$ cat src/rtl/alu_arbiter_if.sv
// -----------------------------------------------------------------------------
// alu_arbiter_if
// Groups the request and response channels of the two requesters that share
// one ALU through alu_arbiter.
//
// Signals
//   reqN_valid / reqN_ready   request handshake for requester N (N = 0, 1)
//   reqN_single               single-operand operation select
//   reqN_op                   ALU operator code
//   reqN_a / reqN_b           operands (value1 / value2)
//   rspN_valid / rspN_ready   response handshake for requester N
//   rsp_data                  captured ALU result (shared by both requesters)
//   rsp_flags                 captured {old_sign, carry, overflow, zero, negative}
//   rsp_wb                    result is to be written back
//
// Modports
//   master : requester side (drives requests, consumes responses)
//   slave  : arbiter side
// -----------------------------------------------------------------------------
interface alu_arbiter_if;

    logic        req0_valid;
    logic        req0_ready;
    logic        req0_single;
    logic [3:0]  req0_op;
    logic [15:0] req0_a;
    logic [15:0] req0_b;

    logic        req1_valid;
    logic        req1_ready;
    logic        req1_single;
    logic [3:0]  req1_op;
    logic [15:0] req1_a;
    logic [15:0] req1_b;

    logic        rsp0_valid;
    logic        rsp0_ready;
    logic        rsp1_valid;
    logic        rsp1_ready;
    logic [15:0] rsp_data;
    logic [4:0]  rsp_flags;
    logic        rsp_wb;

    modport master (
        output req0_valid, req0_single, req0_op, req0_a, req0_b,
        output req1_valid, req1_single, req1_op, req1_a, req1_b,
        input  req0_ready, req1_ready,
        output rsp0_ready, rsp1_ready,
        input  rsp0_valid, rsp1_valid, rsp_data, rsp_flags, rsp_wb
    );

    modport slave (
        input  req0_valid, req0_single, req0_op, req0_a, req0_b,
        input  req1_valid, req1_single, req1_op, req1_a, req1_b,
        output req0_ready, req1_ready,
        input  rsp0_ready, rsp1_ready,
        output rsp0_valid, rsp1_valid, rsp_data, rsp_flags, rsp_wb
    );

endinterface : alu_arbiter_if

$ cat src/rtl/alu_arbiter.sv
// -----------------------------------------------------------------------------
// alu_arbiter
// Shares one ALU between two requesters. A request is accepted in IDLE by a
// round-robin arbiter, driven onto the ALU for exactly one cycle (EXEC), the
// registered ALU result is captured one cycle later (CAPT), and the response
// is held for the owning requester until it is consumed (RESP).
//
// Outside EXEC the ALU is driven with a single-operand IDLE_OP that the ALU
// treats as a no-op for its carry, so carry chains (SBC -> ADC) survive the
// idle gaps between requests.
//
// Ports
//   clk            clock, all state updates on the rising edge
//   rst_n          asynchronous active-low reset
//   bus            alu_arbiter_if.slave : request/response channels
//   alu_single     registered ALU single-operand select
//   alu_operator   registered ALU operator code
//   alu_value1/2   registered ALU operands
//   alu_bus_out    ALU result (registered inside the ALU)
//   alu_flags      ALU flags {old_sign, carry, overflow, zero, negative}
//
// Parameters
//   IDLE_OP        operator driven whenever no request is executing
//   OP_CMP         compare operator; its result is not written back
// -----------------------------------------------------------------------------
module alu_arbiter #(
    parameter logic [3:0] IDLE_OP = 4'hF,
    parameter logic [3:0] OP_CMP  = 4'h7
) (
    input  logic         clk,
    input  logic         rst_n,
    alu_arbiter_if.slave bus,
    output logic         alu_single,
    output logic [3:0]   alu_operator,
    output logic [15:0]  alu_value1,
    output logic [15:0]  alu_value2,
    input  logic [15:0]  alu_bus_out,
    input  logic [4:0]   alu_flags
);

    typedef enum logic [1:0] {
        ST_IDLE = 2'd0,
        ST_EXEC = 2'd1,
        ST_CAPT = 2'd2,
        ST_RESP = 2'd3
    } state_t;

    state_t      state_r;
    state_t      state_s;

    // prio_r names the requester that wins when both are valid; it always
    // points at the requester that was not served last.
    logic        prio_r;
    logic        owner_r;
    logic [3:0]  op_r;
    logic        single_r;

    logic        rsp0_valid_r;
    logic        rsp1_valid_r;
    logic [15:0] rsp_data_r;
    logic [4:0]  rsp_flags_r;
    logic        rsp_wb_r;

    logic        grant_valid_s;
    logic        grant_id_s;
    logic        accept_s;
    logic        rsp_done_s;

    logic        sel_single_s;
    logic [3:0]  sel_op_s;
    logic [15:0] sel_a_s;
    logic [15:0] sel_b_s;

    // Round-robin grant decision from the current request valids.
    always_comb begin
        grant_valid_s = 1'b0;
        grant_id_s    = 1'b0;
        if (bus.req0_valid && bus.req1_valid) begin
            grant_valid_s = 1'b1;
            grant_id_s    = prio_r;
        end else if (bus.req0_valid) begin
            grant_valid_s = 1'b1;
            grant_id_s    = 1'b0;
        end else if (bus.req1_valid) begin
            grant_valid_s = 1'b1;
            grant_id_s    = 1'b1;
        end else begin
            grant_valid_s = 1'b0;
            grant_id_s    = 1'b0;
        end
    end

    // Accept only in IDLE; valids seen in any other state are ignored.
    always_comb begin
        accept_s = 1'b0;
        if (state_r == ST_IDLE) begin
            accept_s = grant_valid_s;
        end else begin
            accept_s = 1'b0;
        end
    end

    // Request ready is combinational; rst_n gating keeps it low while reset
    // is asserted even though the state register already reads IDLE.
    always_comb begin
        bus.req0_ready = 1'b0;
        bus.req1_ready = 1'b0;
        if (rst_n && accept_s) begin
            bus.req0_ready = ~grant_id_s;
            bus.req1_ready = grant_id_s;
        end else begin
            bus.req0_ready = 1'b0;
            bus.req1_ready = 1'b0;
        end
    end

    // Field mux of the granted request.
    always_comb begin
        sel_single_s = 1'b0;
        sel_op_s     = 4'h0;
        sel_a_s      = 16'h0000;
        sel_b_s      = 16'h0000;
        if (grant_id_s) begin
            sel_single_s = bus.req1_single;
            sel_op_s     = bus.req1_op;
            sel_a_s      = bus.req1_a;
            sel_b_s      = bus.req1_b;
        end else begin
            sel_single_s = bus.req0_single;
            sel_op_s     = bus.req0_op;
            sel_a_s      = bus.req0_a;
            sel_b_s      = bus.req0_b;
        end
    end

    // Response consumed: only the owner's rsp_ready counts.
    always_comb begin
        rsp_done_s = 1'b0;
        if (state_r == ST_RESP) begin
            rsp_done_s = owner_r ? bus.rsp1_ready : bus.rsp0_ready;
        end else begin
            rsp_done_s = 1'b0;
        end
    end

    // Next-state logic of the IDLE/EXEC/CAPT/RESP sequencer.
    always_comb begin
        state_s = state_r;
        case (state_r)
            ST_IDLE: begin
                if (accept_s) begin
                    state_s = ST_EXEC;
                end else begin
                    state_s = ST_IDLE;
                end
            end
            ST_EXEC: state_s = ST_CAPT;
            ST_CAPT: state_s = ST_RESP;
            ST_RESP: begin
                if (rsp_done_s) begin
                    state_s = ST_IDLE;
                end else begin
                    state_s = ST_RESP;
                end
            end
            default: state_s = ST_IDLE;
        endcase
    end

    // Sequencer state register.
    always_ff @(posedge clk or negedge rst_n) begin
        if (!rst_n) begin
            state_r <= ST_IDLE;
        end else begin
            state_r <= state_s;
        end
    end

    // Arbitration pointer and owner/op bookkeeping, updated only on accept.
    always_ff @(posedge clk or negedge rst_n) begin
        if (!rst_n) begin
            prio_r   <= 1'b0;
            owner_r  <= 1'b0;
            op_r     <= IDLE_OP;
            single_r <= 1'b1;
        end else if (accept_s) begin
            prio_r   <= ~grant_id_s;
            owner_r  <= grant_id_s;
            op_r     <= sel_op_s;
            single_r <= sel_single_s;
        end else begin
            prio_r   <= prio_r;
            owner_r  <= owner_r;
            op_r     <= op_r;
            single_r <= single_r;
        end
    end

    // ALU drive: load on accept, fall back to the idle no-op after the single
    // EXEC cycle so the ALU sees the request exactly once.
    always_ff @(posedge clk or negedge rst_n) begin
        if (!rst_n) begin
            alu_single   <= 1'b1;
            alu_operator <= IDLE_OP;
            alu_value1   <= 16'h0000;
            alu_value2   <= 16'h0000;
        end else if (accept_s) begin
            alu_single   <= sel_single_s;
            alu_operator <= sel_op_s;
            alu_value1   <= sel_a_s;
            alu_value2   <= sel_b_s;
        end else if (state_r == ST_EXEC) begin
            alu_single   <= 1'b1;
            alu_operator <= IDLE_OP;
            alu_value1   <= 16'h0000;
            alu_value2   <= 16'h0000;
        end else begin
            alu_single   <= alu_single;
            alu_operator <= alu_operator;
            alu_value1   <= alu_value1;
            alu_value2   <= alu_value2;
        end
    end

    // Response capture in CAPT; data held stable through RESP.
    always_ff @(posedge clk or negedge rst_n) begin
        if (!rst_n) begin
            rsp_data_r  <= 16'h0000;
            rsp_flags_r <= 5'b00000;
            rsp_wb_r    <= 1'b0;
        end else if (state_r == ST_CAPT) begin
            rsp_data_r  <= alu_bus_out;
            rsp_flags_r <= alu_flags;
            rsp_wb_r    <= (op_r != OP_CMP) || single_r;
        end else begin
            rsp_data_r  <= rsp_data_r;
            rsp_flags_r <= rsp_flags_r;
            rsp_wb_r    <= rsp_wb_r;
        end
    end

    // Per-requester response valid: raised entering RESP, dropped on handshake.
    always_ff @(posedge clk or negedge rst_n) begin
        if (!rst_n) begin
            rsp0_valid_r <= 1'b0;
            rsp1_valid_r <= 1'b0;
        end else if (state_r == ST_CAPT) begin
            rsp0_valid_r <= ~owner_r;
            rsp1_valid_r <= owner_r;
        end else if (rsp_done_s) begin
            rsp0_valid_r <= 1'b0;
            rsp1_valid_r <= 1'b0;
        end else begin
            rsp0_valid_r <= rsp0_valid_r;
            rsp1_valid_r <= rsp1_valid_r;
        end
    end

    assign bus.rsp0_valid = rsp0_valid_r;
    assign bus.rsp1_valid = rsp1_valid_r;
    assign bus.rsp_data   = rsp_data_r;
    assign bus.rsp_flags  = rsp_flags_r;
    assign bus.rsp_wb     = rsp_wb_r;

endmodule : alu_arbiter
$ cat src/flat_wrapper.sv
// flat-port wrapper written by rule: the top's interface ports become plain ports
module alu_arbiter_flat 
#(
    parameter logic [3:0] IDLE_OP = 4'hF,
    parameter logic [3:0] OP_CMP  = 4'h7
)
  (clk, rst_n, alu_single, alu_operator, alu_value1, alu_value2, alu_bus_out, alu_flags, bus_req0_valid, bus_req0_single, bus_req0_op, bus_req0_a, bus_req0_b, bus_req1_valid, bus_req1_single, bus_req1_op, bus_req1_a, bus_req1_b, bus_req0_ready, bus_req1_ready, bus_rsp0_ready, bus_rsp1_ready, bus_rsp0_valid, bus_rsp1_valid, bus_rsp_data, bus_rsp_flags, bus_rsp_wb);
  alu_arbiter_if bus_i ();
  input  logic clk;
  input  logic rst_n;
  output logic alu_single;
  output logic [3:0] alu_operator;
  output logic [15:0] alu_value1;
  output logic [15:0] alu_value2;
  input  logic [15:0] alu_bus_out;
  input  logic [4:0] alu_flags;
  input wire logic [$bits(bus_i.req0_valid)-1:0] bus_req0_valid;
  input wire logic [$bits(bus_i.req0_single)-1:0] bus_req0_single;
  input wire logic [$bits(bus_i.req0_op)-1:0] bus_req0_op;
  input wire logic [$bits(bus_i.req0_a)-1:0] bus_req0_a;
  input wire logic [$bits(bus_i.req0_b)-1:0] bus_req0_b;
  input wire logic [$bits(bus_i.req1_valid)-1:0] bus_req1_valid;
  input wire logic [$bits(bus_i.req1_single)-1:0] bus_req1_single;
  input wire logic [$bits(bus_i.req1_op)-1:0] bus_req1_op;
  input wire logic [$bits(bus_i.req1_a)-1:0] bus_req1_a;
  input wire logic [$bits(bus_i.req1_b)-1:0] bus_req1_b;
  output wire logic [$bits(bus_i.req0_ready)-1:0] bus_req0_ready;
  output wire logic [$bits(bus_i.req1_ready)-1:0] bus_req1_ready;
  input wire logic [$bits(bus_i.rsp0_ready)-1:0] bus_rsp0_ready;
  input wire logic [$bits(bus_i.rsp1_ready)-1:0] bus_rsp1_ready;
  output wire logic [$bits(bus_i.rsp0_valid)-1:0] bus_rsp0_valid;
  output wire logic [$bits(bus_i.rsp1_valid)-1:0] bus_rsp1_valid;
  output wire logic [$bits(bus_i.rsp_data)-1:0] bus_rsp_data;
  output wire logic [$bits(bus_i.rsp_flags)-1:0] bus_rsp_flags;
  output wire logic [$bits(bus_i.rsp_wb)-1:0] bus_rsp_wb;
  assign bus_i.req0_valid = bus_req0_valid;
  assign bus_i.req0_single = bus_req0_single;
  assign bus_i.req0_op = bus_req0_op;
  assign bus_i.req0_a = bus_req0_a;
  assign bus_i.req0_b = bus_req0_b;
  assign bus_i.req1_valid = bus_req1_valid;
  assign bus_i.req1_single = bus_req1_single;
  assign bus_i.req1_op = bus_req1_op;
  assign bus_i.req1_a = bus_req1_a;
  assign bus_i.req1_b = bus_req1_b;
  assign bus_req0_ready = bus_i.req0_ready;
  assign bus_req1_ready = bus_i.req1_ready;
  assign bus_i.rsp0_ready = bus_rsp0_ready;
  assign bus_i.rsp1_ready = bus_rsp1_ready;
  assign bus_rsp0_valid = bus_i.rsp0_valid;
  assign bus_rsp1_valid = bus_i.rsp1_valid;
  assign bus_rsp_data = bus_i.rsp_data;
  assign bus_rsp_flags = bus_i.rsp_flags;
  assign bus_rsp_wb = bus_i.rsp_wb;
  alu_arbiter #(.IDLE_OP(IDLE_OP), .OP_CMP(OP_CMP)) u_core (.clk(clk), .rst_n(rst_n), .bus(bus_i), .alu_single(alu_single), .alu_operator(alu_operator), .alu_value1(alu_value1), .alu_value2(alu_value2), .alu_bus_out(alu_bus_out), .alu_flags(alu_flags));
endmodule
$ cat config.mk
export PLATFORM = sky130hd
export DESIGN_NAME = alu_arbiter_flat
export DESIGN_NICKNAME = d
export VERILOG_FILES = /design/src/rtl/alu_arbiter_if.sv /design/src/rtl/alu_arbiter.sv /design/src/flat_wrapper.sv
export SDC_FILE = /design/constraint.sdc
export NUM_CORES = 1
export LEC_CHECK = 0
export BUFFER_PORTS_ARGS = -buffer_cell sky130_fd_sc_hd__buf_2
export CORE_ASPECT_RATIO = 2
export CORE_MARGIN = 1
export CORE_UTILIZATION = 40
export CTS_CLUSTER_DIAMETER = 80
export DETAILED_ROUTE_END_ITERATION = 16
export GPL_TIMING_DRIVEN = 0
export PLACE_DENSITY_LB_ADDON = 0.1
export RECOVER_POWER = 100
export SETUP_SLACK_MARGIN = 0.05
export SLEW_MARGIN = 5
export SYNTH_ARGS = -nofsm -noshare
export SYNTH_HDL_FRONTEND = slang
export SYNTH_SLANG_ARGS = --single-unit
export TNS_END_PERCENT = 50
$ cat constraint.sdc
create_clock -name clk -period 1.4 [get_ports clk]
set_input_delay 0.28 -clock clk [delete_from_list [all_inputs] [get_ports clk]]
set_output_delay 0.28 -clock clk [all_outputs]
set_load 0.005 [all_outputs]
; After elaboration in Yosys (flattened, before gate mapping)
; Index checks and enable logic that the tools add are counted.
[word_totals]
wordCells = 53
ff_bits = 70
input_bits = 101
[op_classes]
reduce_logical = 6
n_eq_ne = 4
n_bitwise = 2
muxes = 27
[op_table]
columns = cell, n
row1 = $mux 16, 5
row2 = $mux 1, 17
row3 = $mux 4, 3
row4 = $pmux 2 s4, 1
row5 = $eq 2x2->1 const B, 2
row6 = $ne 4x3->1 const B, 1
row7 = $reduce_bool 2->1, 2
row8 = $eq 2x1->1 const B, 1
row9 = $logic_and 1x1->1, 2
row10 = $logic_not 2->1, 1
row11 = $mux 2, 1
row12 = $not 1->1, 2
row13 = $logic_or 1x1->1, 1

; Longest topological paths before layout
; Gate-level depths: netlist (run 1).
[logic_depth]
depth_word = 6
ltp_mapped = 5
depth_no_buf = 3

; Least setup slack after synthesis (run 1)
; Ideal clock, no wire load.
[synth_timing]
kind = reg-to-reg
from = reg u_core.state_r[1]
to = reg u_core.alu_value1[10]
arrival_ps = 1365
path_stages_with_launch = 6
setup_time_ps = 66
required_ps = 1334
period_less_slack_ps = 1431
setup_slack_ps = -31
path_buffers = 2
path_cell_list = dfrtp_1 > or2_1 > buf_6 > nor3_4 > buf_6 > a221o_1
[synth_via]
elab_chain_cells = 3
word_cells_on_any_way = 5
cone_classes = eq/ne (1) / mux (2) / reduce/logical (2)
[synth_rtl]
columns = element, line
row1 = start: declaration, alu_arbiter.sv:48  ; state_t state_r;
row2 = start signal: assignment, alu_arbiter.sv:175  ; state_r <= state_s;
row3 = $logic_not 2->1, alu_arbiter.sv:96  ; if (state_r == ST_IDLE) begin
row4 = $mux 1, alu_arbiter.sv:96
row5 = $mux 16 / $reduce_bool 2->1 (equally long branches), -
row6 = end signal: assignment, alu_arbiter.sv:210  ; alu_value1 <= sel_a_s;
row7 = end signal: assignment, alu_arbiter.sv:220  ; alu_value1 <= alu_value1;
row8 = end: declaration, alu_arbiter.sv:35  ; output logic [15:0] alu_value1,
; Several ways; a longest one is shown, not always the timed one.
; A chain may end at the register's enable or synchronous reset.

; Worst setup path after layout (run 1)
[layout_timing]
from = reg u_core.state_r[0]
to = out bus_req1_ready
[layout_via]
elab_chain_cells = 4
[layout_rtl]
columns = element, line
row1 = $logic_not 2->1, alu_arbiter.sv:96
row2 = $mux 1, alu_arbiter.sv:96
row3 = $logic_and 1x1->1, alu_arbiter.sv:108  ; if (rst_n && accept_s) begin
row4 = $mux 1, alu_arbiter.sv:108
row5 = end: declaration, flat_wrapper.sv:28  ; output wire logic [$bits(bus_i.req1_ready)-1:0] bus_req1_ready;
; No other way between the ends.

==> results of run 1 <==
[cells in the final DEF (no fill, tap or decap), drive strengths merged, types with 2 or more instances in the layout]
cell / n
a2bb2oi: 8
or2: 2
a21boi: 33
o21ai: 6
buf: 163
nand2b: 3
a21o: 4
clkbuf: 47
inv: 4
a311oi: 4
a221o: 32
and3: 2
nand2: 5
dfrtp: 60
dfstp: 10
nor2: 5
a21oi: 4
nor3: 2
mux2: 22
[cells in the mapped netlist, drive strengths merged (2+ instances only)]
| library cell | n | area (µm²) |
|---|---|---|
| a311oi | 4 | 35.0 |
| o21ai | 6 | 30.0 |
| dfstp | 10 | 263 |
| a221o | 32 | 320 |
| a21o | 4 | 30.0 |
| clkbuf | 7 | 26.3 |
| a2bb2oi | 8 | 70.1 |
| inv | 4 | 15.0 |
| nor3 | 2 | 21.3 |
| nor2 | 5 | 18.8 |
| mux2 | 22 | 248 |
| dfrtp | 60 | 1500 |
| a21oi | 4 | 20.0 |
| nand2b | 3 | 18.8 |
| and3 | 2 | 12.5 |
| nand2 | 5 | 18.8 |
| a21boi | 33 | 248 |
| or2 | 2 | 12.5 |
| buf | 11 | 80.1 |
[report_power, final]
group | total [mW] | switching (mW) | leakage [nW] | internal, mW
sequential | 3.36 | 0.437 | 0.853 | 2.92
clock | 2.33 | 0.806 | 0.152 | 1.52
combinational | 3.52 | 1.51 | 1.24 | 2.01
[metrics by stage]
stage	power, mW	hold slack [ns]	cell area [µm²]	TNS (ns)	setup WS [ns]
after CTS	9.26	-0.214	4600	-4.78	-0.188
after detailed placement	6.46	0.140	4030	-9.48	-0.242
after global placement	6.36	0.464	4000	-30.22	-1.05
final	9.21	0.0708	4650	-6.01	-0.175
after floorplan	5.19	-0.0156	3070	0	0.0151
after global routing	9.79	0.119	4650	-9.63	-0.234
[routing by layer]
layer	global-route usage	vias to the layer above
li1	-	1293
met1	0.228	1314
met3	0.0417	21
met5	0	-
met2	0.382	109
met4	0.127	0
[worst max path at each step]
stage / end / cells past startpoint
global placement: bus_req0_ready / 4
global route: u_core.alu_value1[14]$_DFFE_PN0P_ / 4
detailed placement: u_core.alu_value1[0]$_DFFE_PN0P_ / 5
CTS: bus_req1_ready / 4
floorplan: u_core.alu_value1[10]$_DFFE_PN0P_ / 5
finish: bus_req1_ready / 4
[layout make-up]
| type | instances | area share |
|---|---|---|
| Buffer | 18 | 0.0331 |
| Clock buffer | 13 | 0.0581 |
| Clock inverter | 3 | 0.00914 |
| Inverter | 4 | 0.00323 |
| Multi-Input combinational cell | 142 | 0.277 |
| Sequential cell | 70 | 0.380 |
| Tap cell | 92 | 0.0247 |
| Timing Repair Buffer | 180 | 0.215 |
[what timing repair did]
| item | in CTS | in global routing |
|---|---|---|
| resized for setup | 32 | 16 |
| cloned | 2 | 1 |
| pin swaps | 12 | 14 |
| setup endpoints to repair | 62 | 64 |
| setup buffers | 13 | 0 |
| endpoints found under the hold margin | 11 | 11 |
[registers in the layout, indices dropped and copies added (netlist names)]
name	flops
u_core.bus.rsp_flags	5
u_core.single_r	1
u_core.owner_r	1
u_core.alu_single	1
u_core.alu_value2	16
u_core.bus.rsp1_valid	1
u_core.alu_value1	16
u_core.prio_r	1
u_core.bus.rsp_wb	1
u_core.bus.rsp0_valid	1
u_core.alu_operator	4
u_core.op_r	4
u_core.state_r	2
u_core.bus.rsp_data	16
[logic make-up after synthesis]
family | Yosys count | share of synthesized area
AOI/OAI and AO/OA | 96 | 0.259
DFF | 70 | 0.575
and+or+nand+nor | 24 | 0.0449
muxes | 22 | 0.0808
buffers and inverters | 22 | 0.0396
==> flow_summary_export.csv, run 1 <==
group,metric,value,unit
clocking,path_clk_slew,0.06,ns
place,hpwl,5890,µm
route,wl_per_cell,15.6,µm
synth,syn_inst,234,
sta,rsz0062_at_grt,"yes",
route,top_layer,"met4",
synth,avgSynthCellArea,13.1,µm²
synth,yosysSeqAreaShare,0.575,
clocking,cts_max_level,3,
power,leakagePower,2.25,nW
power,power.density,1980,nW/µm²
clocking,root_buffer,"clkbuf_16",
route,wl_met1,3090,µm
clocking,cts.sinks,70,
setup_path,crit_chain,"nor2_4 -> nand3_2 -> nor3_2 -> buf_2",
die,coreArea,7320,µm²
global_routing,antenna_found_initial,0,
setup_path,slowest_delay,0.43,ns
die,fp-row-count,44,
setup_path,slowest_stage,"dfrtp_2",
sta,slew_violations,0,
run_status,status,"complete, but fails checks",
die,start_util,0.419,
sta,period_share,1.13,
clocking,worst_skew_pair.late_latency,0.33,ns
global_routing,grt_max_degree,61,
die,ios,164,
setup_path,critPathRequiredTime,1.12,ns
place,place.gp.congestion,0.824,
sta,min_period,1.58,ns
route,vias,2737,
sta,hold_violations,0,
die,die_h,126,µm
route,wirelength,8160,µm
sta,finalSetupViolations,57,
final_layout,fin_nets,526,
setup_path,rr_endpoint,"u_core.alu_value1[12]$_DFFE_PN0P_",
global_routing,first_global_vias,2985,
route,wl_met2,4400,µm
final_layout,fin_util,0.636,
setup_path,cp-start-kind,"register",
flow_run,cap_viol_max_count,0,
power,peakVddDrop,0.000842,V
synth,ys_ff_latch,70,
setup_path,cp_max_fo,4,
place,io_buffers,163,
run_status,violations,"setup timing",
die,dieArea,8040,µm²
final_layout,fill_cells,648,
setup_path,path_buf_inv,1,
synth,ys.flop_type,"dfrtp_1",
route,dr.first_iter.drc_count,109,
clocking,cts_buffers,9,
sta,slew_headroom,0.650,
clocking,cts_tree,"done",
synth,syn_area,3070,µm²
sta,fin_skew,0.00738,ns
hold_path,hp-class,"primary input to async pin",
setup_path,reg2reg_depth,6,
route,vias_per_cell,5.24,
synth,synth_cell_type_count,33,
die,die_w,63.9,µm
synth,synth_nets,335,
setup_path,cp-end-kind,"output port",
final_layout,final_cells,522,
setup_path,crit_path_start,"u_core.state_r[0]$_DFF_PN0_",
global_routing,overflow,0,
final_layout,regArea,1770,µm²
setup_path,regToRegSetupSlack,-0.15,ns
synth,async_flop_share,1.00,
setup_path,cp_data_arrival_time,1.30,ns
synth,synth-edff-count,0,
sta,worst_slew_pin_slew,0.525,ns
final_layout,diodes,0,
final_layout,final_layout_size_suffix_gt1_frac,0.547,
route,drc,0,
setup_path,r2r_start,"u_core.state_r[1]$_DFF_PN0_",
setup_path,worstSetupPathType,"register to output port",
route,ant_nets,0,
setup_path,crit_family,"flip-flops",
route,first_pass_iters,4,
final_layout,area_growth,51.7,%
global_routing,grtUsageTotal,0.215,
sta,fmax,0.635,GHz
global_routing,grt_pass1_wl,13200,µm
sta,worst_slack,-0.175,ns
final_layout,multi_input_area,1290,µm²
place,place_inst,490,
clocking,clk_path_buf_depth,2,
synth,ys_warn_count,0,
route,dr_wl_met3,407,µm
(Power assumes the default switching activity.)
==> inputs of run 2 (changes only) <==
--- a/config.mk
+++ b/config.mk
@@ -8,7 +8,7 @@
 export BUFFER_PORTS_ARGS = -buffer_cell sky130_fd_sc_hd__buf_2
 export CORE_ASPECT_RATIO = 2
 export CORE_MARGIN = 1
-export CORE_UTILIZATION = 40
+export CORE_UTILIZATION = 45
 export CTS_CLUSTER_DIAMETER = 80
 export DETAILED_ROUTE_END_ITERATION = 16
 export GPL_TIMING_DRIVEN = 0
==> constraint.sdc (replaced) <==
create_clock -name clk -period 1.5 [get_ports clk]
set_input_delay 0.3 -clock clk [delete_from_list [all_inputs] [get_ports clk]]
set_output_delay 0.3 -clock clk [all_outputs]
set_load 0.005 [all_outputs]
==> run 2 against run 1 <==
Net effect:
- the run ends with hold timing, setup timing left
- sequential share of layout area grew 1.8 points
- clock power shrank 9.4%
- die area shrank 11%
- cell area shrank 4.5%
- global-route usage grew 1.6 points
- highest routed layer unchanged
==> flow_summary_export.csv, run 2 (synthesis gave the netlist of run 1 again) <==
group,metric,value,unit
run_status,status,"complete, but fails checks",
run_status,violations,"hold timing, setup timing",
route,vias_per_cell,5.31,
route,wirelength,7810,µm
die,die_h,119,µm
global_routing,grt_max_degree,47,
sta,slew_headroom,0.232,
clocking,cts_hold_buf,1,
sta,rsz0062_at_grt,"yes",
sta,slew_violations,0,
place,place.gp.congestion,0.816,
place,hpwl,5820,µm
clocking,path_clk_slew,0.05,ns
sta,hold_violations,43,
sta,fin_skew,0.00521,ns
clocking,cts_buffers,9,
sta,finalSetupViolations,26,
final_layout,mostFrequentLayoutCell,"buf_2",
power,power.density,1870,nW/µm²
route,ant_nets,0,
sta,min_period,1.58,ns
setup_path,cp_max_fo,5,
global_routing,antenna_found_initial,0,
sta,fin_hold_ws,-0.0589,ns
sta,worst_slew_pin_slew,1.15,ns
setup_path,worstSetupPathType,"register to output port",
setup_path,critPathRequiredTime,1.20,ns
power,peakVddDrop,0.000876,V
die,fp-row-count,42,
final_layout,diodes,0,
setup_path,cp_data_arrival_time,1.28,ns
setup_path,regToRegSetupSlack,-0.04,ns
final_layout,fin_nets,519,
die,coreArea,6620,µm²
route,dr.first_iter.drc_count,64,
die,dieArea,7170,µm²
final_layout,final_cells,511,
global_routing,overflow,0,
clocking,cts_tree,"done",
route,vias,2715,
flow_run,cap_viol_max_count,0,
clocking,cts_max_level,3,
die,ios,164,
place,place_inst,486,
route,first_pass_iters,4,
clocking,worst_skew_pair.late_latency,0.33,ns
die,start_util,0.463,
global_routing,grt_pass1_wl,12200,µm
die,die_w,60.4,µm
clocking,cts.sinks,70,
setup_path,cp-end-kind,"output port",
sta,period_share,1.05,
final_layout,mostFrequentLayoutCells,"buf_2, dfrtp_1, clkbuf_1, a221o_1, a21boi_0",
final_layout,final_layout_size_suffix_gt1_frac,0.513,
setup_path,cp-start-kind,"register",
place,io_buffers,163,
clocking,clk_path_buf_depth,2,
final_layout,area_growth,44.8,%
global_routing,grtUsageTotal,0.231,
hold_path,hp-class,"primary input to async pin",
place,post-place-ws,-0.204,ns
global_routing,first_global_vias,2703,
power,leakagePower,2.17,nW
sta,fmax,0.634,GHz
route,drc,0,
route,wl_per_cell,15.3,µm
sta,worst_slack,-0.0779,ns
clocking,root_buffer,"clkbuf_16",
[run 2: cell count changes in the layout (fill, tap and decap cells not counted), sizes merged]
cell | before | now
buf | 163 | 157
dlygate4sd3 | 1 | 0
[run 2: worst paths after layout]
kind,startpoint,cells past startpoint,endpoint
setup / recovery,u_core.state_r[1]$_DFF_PN0_,4,bus_req1_ready
hold / removal,rst_n,1,u_core.alu_operator[1]$_DFFE_PN1P_
setup reg to reg,u_core.state_r[1]$_DFF_PN0_,6,u_core.bus.rsp_flags[3]$_DFFE_PN0N_
hold reg to reg,u_core.bus.rsp_wb$_DFFE_PN0N_,2,u_core.bus.rsp_wb$_DFFE_PN0N_
max in group asynchronous,rst_n,2,u_core.alu_value1[1]$_DFFE_PN0P_
min in group clk,bus_req0_a[0],2,u_core.alu_value1[0]$_DFFE_PN0P_
[run 2: what timing repair did]
item / 4_1_cts / 5_1_grt
pin swaps: 3 / 0
gates resized for setup: 27 / 11
endpoints found under the hold margin: 21 / 42
buffers inserted: 8 / 1
endpoints found under the setup margin: 54 / 76
[run 2: cell type report]
cell class                      count  area, µm²
Buffer                             17        148
Clock buffer                       13        260
Clock inverter                      3       42.5
Fill cell                         575       2180
Inverter                            4       15.0
Multi-Input combinational cell    142       1210
Sequential cell                    70       1770
Tap cell                           88        110
Timing Repair Buffer              174        890
[run 2: stage by stage]
step	utilization	TNS, ns	hold slack, ns	total power [mW]	instance area, µm²
after floorplan	-	0	0.00441	4.84	3070
after global placement	0.603	-20.64	0.471	5.92	3990
after detailed placement	0.608	-4.96	0.237	6.04	4020
after CTS	0.674	-0.759	-0.0699	8.40	4460
after global routing	0.671	-3.75	-0.0666	8.86	4440
final	0.671	-0.624	-0.0589	8.30	4440
[run 2: power breakdown]
part / leakage [nW] / internal [mW] / switching (mW)
Sequential: 0.855 / 2.73 / 0.403
Clock: 0.146 / 1.37 / 0.731
Combinational: 1.17 / 1.73 / 1.33
Total: 2.17 / 5.84 / 2.47
[run 2: per-layer routing]
layer,GRT usage,share of wire,vias to the layer above,wire length (µm)
li1,-,-,1280,-
met1,0.247,0.37,1294,2860
met2,0.397,0.55,119,4260
met3,0.0646,0.057,22,445
met4,0.110,0.031,0,240
met5,0,0,-,0
[run 2: worst max-delay path, stage by stage, from the launching register on]
cell     delay, ns
dfrtp_2       0.44
nor2_4        0.13
nand3_2       0.11
nor3_2        0.13
buf_2         0.14
==> inputs of run 3 (changes only) <==
--- a/config.mk
+++ b/config.mk
@@ -14,7 +14,7 @@
 export GPL_TIMING_DRIVEN = 0
 export PLACE_DENSITY_LB_ADDON = 0.1
 export RECOVER_POWER = 100
-export SETUP_SLACK_MARGIN = 0.05
+export SETUP_SLACK_MARGIN = 0.3
 export SLEW_MARGIN = 5
 export SYNTH_ARGS = -nofsm -noshare
 export SYNTH_HDL_FRONTEND = slang
==> run 3 against run 2 <==
Net effect:
- the flow still finishes with violations (hold timing, setup timing)
- flip-flop and latch count did not move
- final cell count rose by 2.0%
- non-clock buffer count up 10
- die area stayed put
- register-to-register slack got worse by 0.07 ns
- global-route usage rose by 0.093 points
- clock-buffer cell count stayed put
- critical path type unchanged
- highest routed layer unchanged
==> flow_summary_export.csv, run 3 (synthesis gave the netlist of run 1 again) <==
group,metric,value,unit
setup_path,cp-start-kind,"register",
route,wl_per_cell,16.0,µm
global_routing,first_global_vias,2719,
clocking,clk_path_buf_depth,2,
global_routing,overflow,0,
final_layout,diodes,0,
sta,min_period,1.64,ns
setup_path,crit_end,"bus_req0_ready",
route,top_layer,"met4",
clocking,cts_tree,"done",
sta,hold_violations,20,
sta,slew_headroom,0.670,
route,vias_per_cell,5.26,
route,dr.first_iter.drc_count,83,
final_layout,area_growth,53.4,%
setup_path,crit_path_start,"u_core.state_r[1]$_DFF_PN0_",
global_routing,grtUsageTotal,0.232,
place,io_buffers,163,
clocking,root_buffer,"clkbuf_16",
setup_path,reg2reg_depth,7,
setup_path,r2r_start,"u_core.state_r[0]$_DFF_PN0_",
global_routing,antenna_found_initial,0,
place,place.gp.congestion,0.785,
clocking,cts_buffers,9,
die,ios,164,
clocking,cts_max_level,3,
final_layout,mostFrequentLayoutCell,"buf_2",
global_routing,grt_pass1_wl,12400,µm
run_status,violations,"hold timing, setup timing",
final_layout,mostFrequentLayoutCells,"buf_2, dfrtp_1, a221o_1, a21boi_0, clkbuf_1",
route,wl_met2,4580,µm
die,coreArea,6620,µm²
sta,fin_skew,0.00588,ns
final_layout,fin_util,0.710,
final_layout,regArea,1770,µm²
route,wirelength,8320,µm
route,wl_met1,3160,µm
sta,slew_violations,0,
setup_path,rr_endpoint,"u_core.alu_value1[15]$_DFFE_PN0P_",
setup_path,worstSetupPathType,"register to output port",
power,power.density,1920,nW/µm²
setup_path,cp_max_fo,6,
route,dr_wl_met3,389,µm
die,die_h,119,µm
clocking,path_clk_slew,0.05,ns
die,die_w,60.4,µm
route,first_pass_iters,4,
power,peakVddDrop,0.00106,V
route,ant_nets,0,
sta,fin_hold_ws,-0.173,ns
die,start_util,0.463,
flow_run,cap_viol_max_count,0,
final_layout,final_cells,521,
global_routing,grt_max_degree,48,
setup_path,critPathRequiredTime,1.20,ns
die,fp-row-count,42,
final_layout,multi_input_area,1240,µm²
sta,period_share,1.09,
clocking,cts.sinks,70,
setup_path,cp_data_arrival_time,1.34,ns
hold_path,hp-class,"primary input to async pin",
die,dieArea,7170,µm²
final_layout,fill_cells,528,
place,hpwl,5700,µm
sta,tns,-2.05,ns
route,drc,0,
sta,fmax,0.609,GHz
final_layout,final_layout_size_suffix_gt1_frac,0.540,
place,post-place-ws,-0.196,ns
power,leakagePower,2.30,nW
final_layout,fin_nets,529,
place,place_inst,486,
setup_path,cp-end-kind,"output port",
route,vias,2741,
sta,rsz0062_at_grt,"yes",
sta,worst_slack,-0.141,ns
run_status,status,"complete, but fails checks",
clocking,worst_skew_pair.late_latency,0.33,ns
setup_path,regToRegSetupSlack,-0.11,ns
sta,worst_slew_pin_slew,0.493,ns
sta,finalSetupViolations,44,
## run 3: critical path, stage by stage, from the launching register on
cell and delay, ns:
dfrtp_2 0.46, nor2_4 0.17, nand3_2 0.12, a21oi_2 0.14, buf_2 0.12
## run 3: routing by layer
metal  up-vias  global-route usage
met5         -                   0
met4         0              0.0945
met3        17              0.0492
met2       112               0.410
met1      1317               0.254
li1       1295                   -
## run 3: what timing repair did
| item | CTS | global route |
|---|---|---|
| cloned | 2 | 2 |
| resized for setup | 38 | 19 |
| pin swaps | 5 | 32 |
| buffers inserted | 11 | 4 |
| hold endpoints to repair | 20 | 20 |
| endpoints found under the setup margin | 77 | 77 |
## run 3: area by class of cell
cell class | instances | share of cell area
flip-flops and latches | 70 | 0.376
multi-input cells | 142 | 0.263
repair buffers | 183 | 0.229
clock buffers | 13 | 0.0575
plain buffers | 18 | 0.0346
well taps | 88 | 0.0234
clock inverters | 3 | 0.0138
inverters | 4 | 0.00319
## run 3: power breakdown
part / total (mW) / internal, mW / switching (mW)
Clock: 2.35 / 1.59 / 0.763
Combinational: 3.52 / 2.08 / 1.44
Sequential: 3.17 / 2.73 / 0.438
## run 3: worst min path at each step
| stage | startpoint | end | slack [ns] | cells after the start |
|---|---|---|---|---|
| 3_5_place_dp | rst_n | u_core.bus.rsp_data[15]$_DFFE_PN0N_ | 0.23 | 1 |
| 4_1_cts | rst_n | u_core.bus.rsp_data[15]$_DFFE_PN0N_ | -0.17 | 1 |
| 6_report | rst_n | u_core.bus.rsp_data[15]$_DFFE_PN0N_ | -0.17 | 1 |
| 5_1_grt | rst_n | u_core.bus.rsp_data[15]$_DFFE_PN0N_ | -0.17 | 1 |
| 2_1_floorplan | rst_n | u_core.alu_value1[0]$_DFFE_PN0P_ | 0.004 | 0 |
| 3_3_place_gp | u_core.bus.rsp_wb$_DFFE_PN0N_ | u_core.bus.rsp_wb$_DFFE_PN0N_ | 0.46 | 2 |
## run 3: metrics by stage
| step | instance area (µm²) | hold slack (ns) | power [mW] |
|---|---|---|---|
| final | 4700 | -0.173 | 9.04 |
| after global routing | 4700 | -0.167 | 9.59 |
| after CTS | 4630 | -0.173 | 8.96 |
| after detailed placement | 4020 | 0.231 | 6.01 |
| after global placement | 3990 | 0.461 | 5.92 |
| after floorplan | 3070 | 0.00441 | 4.84 |
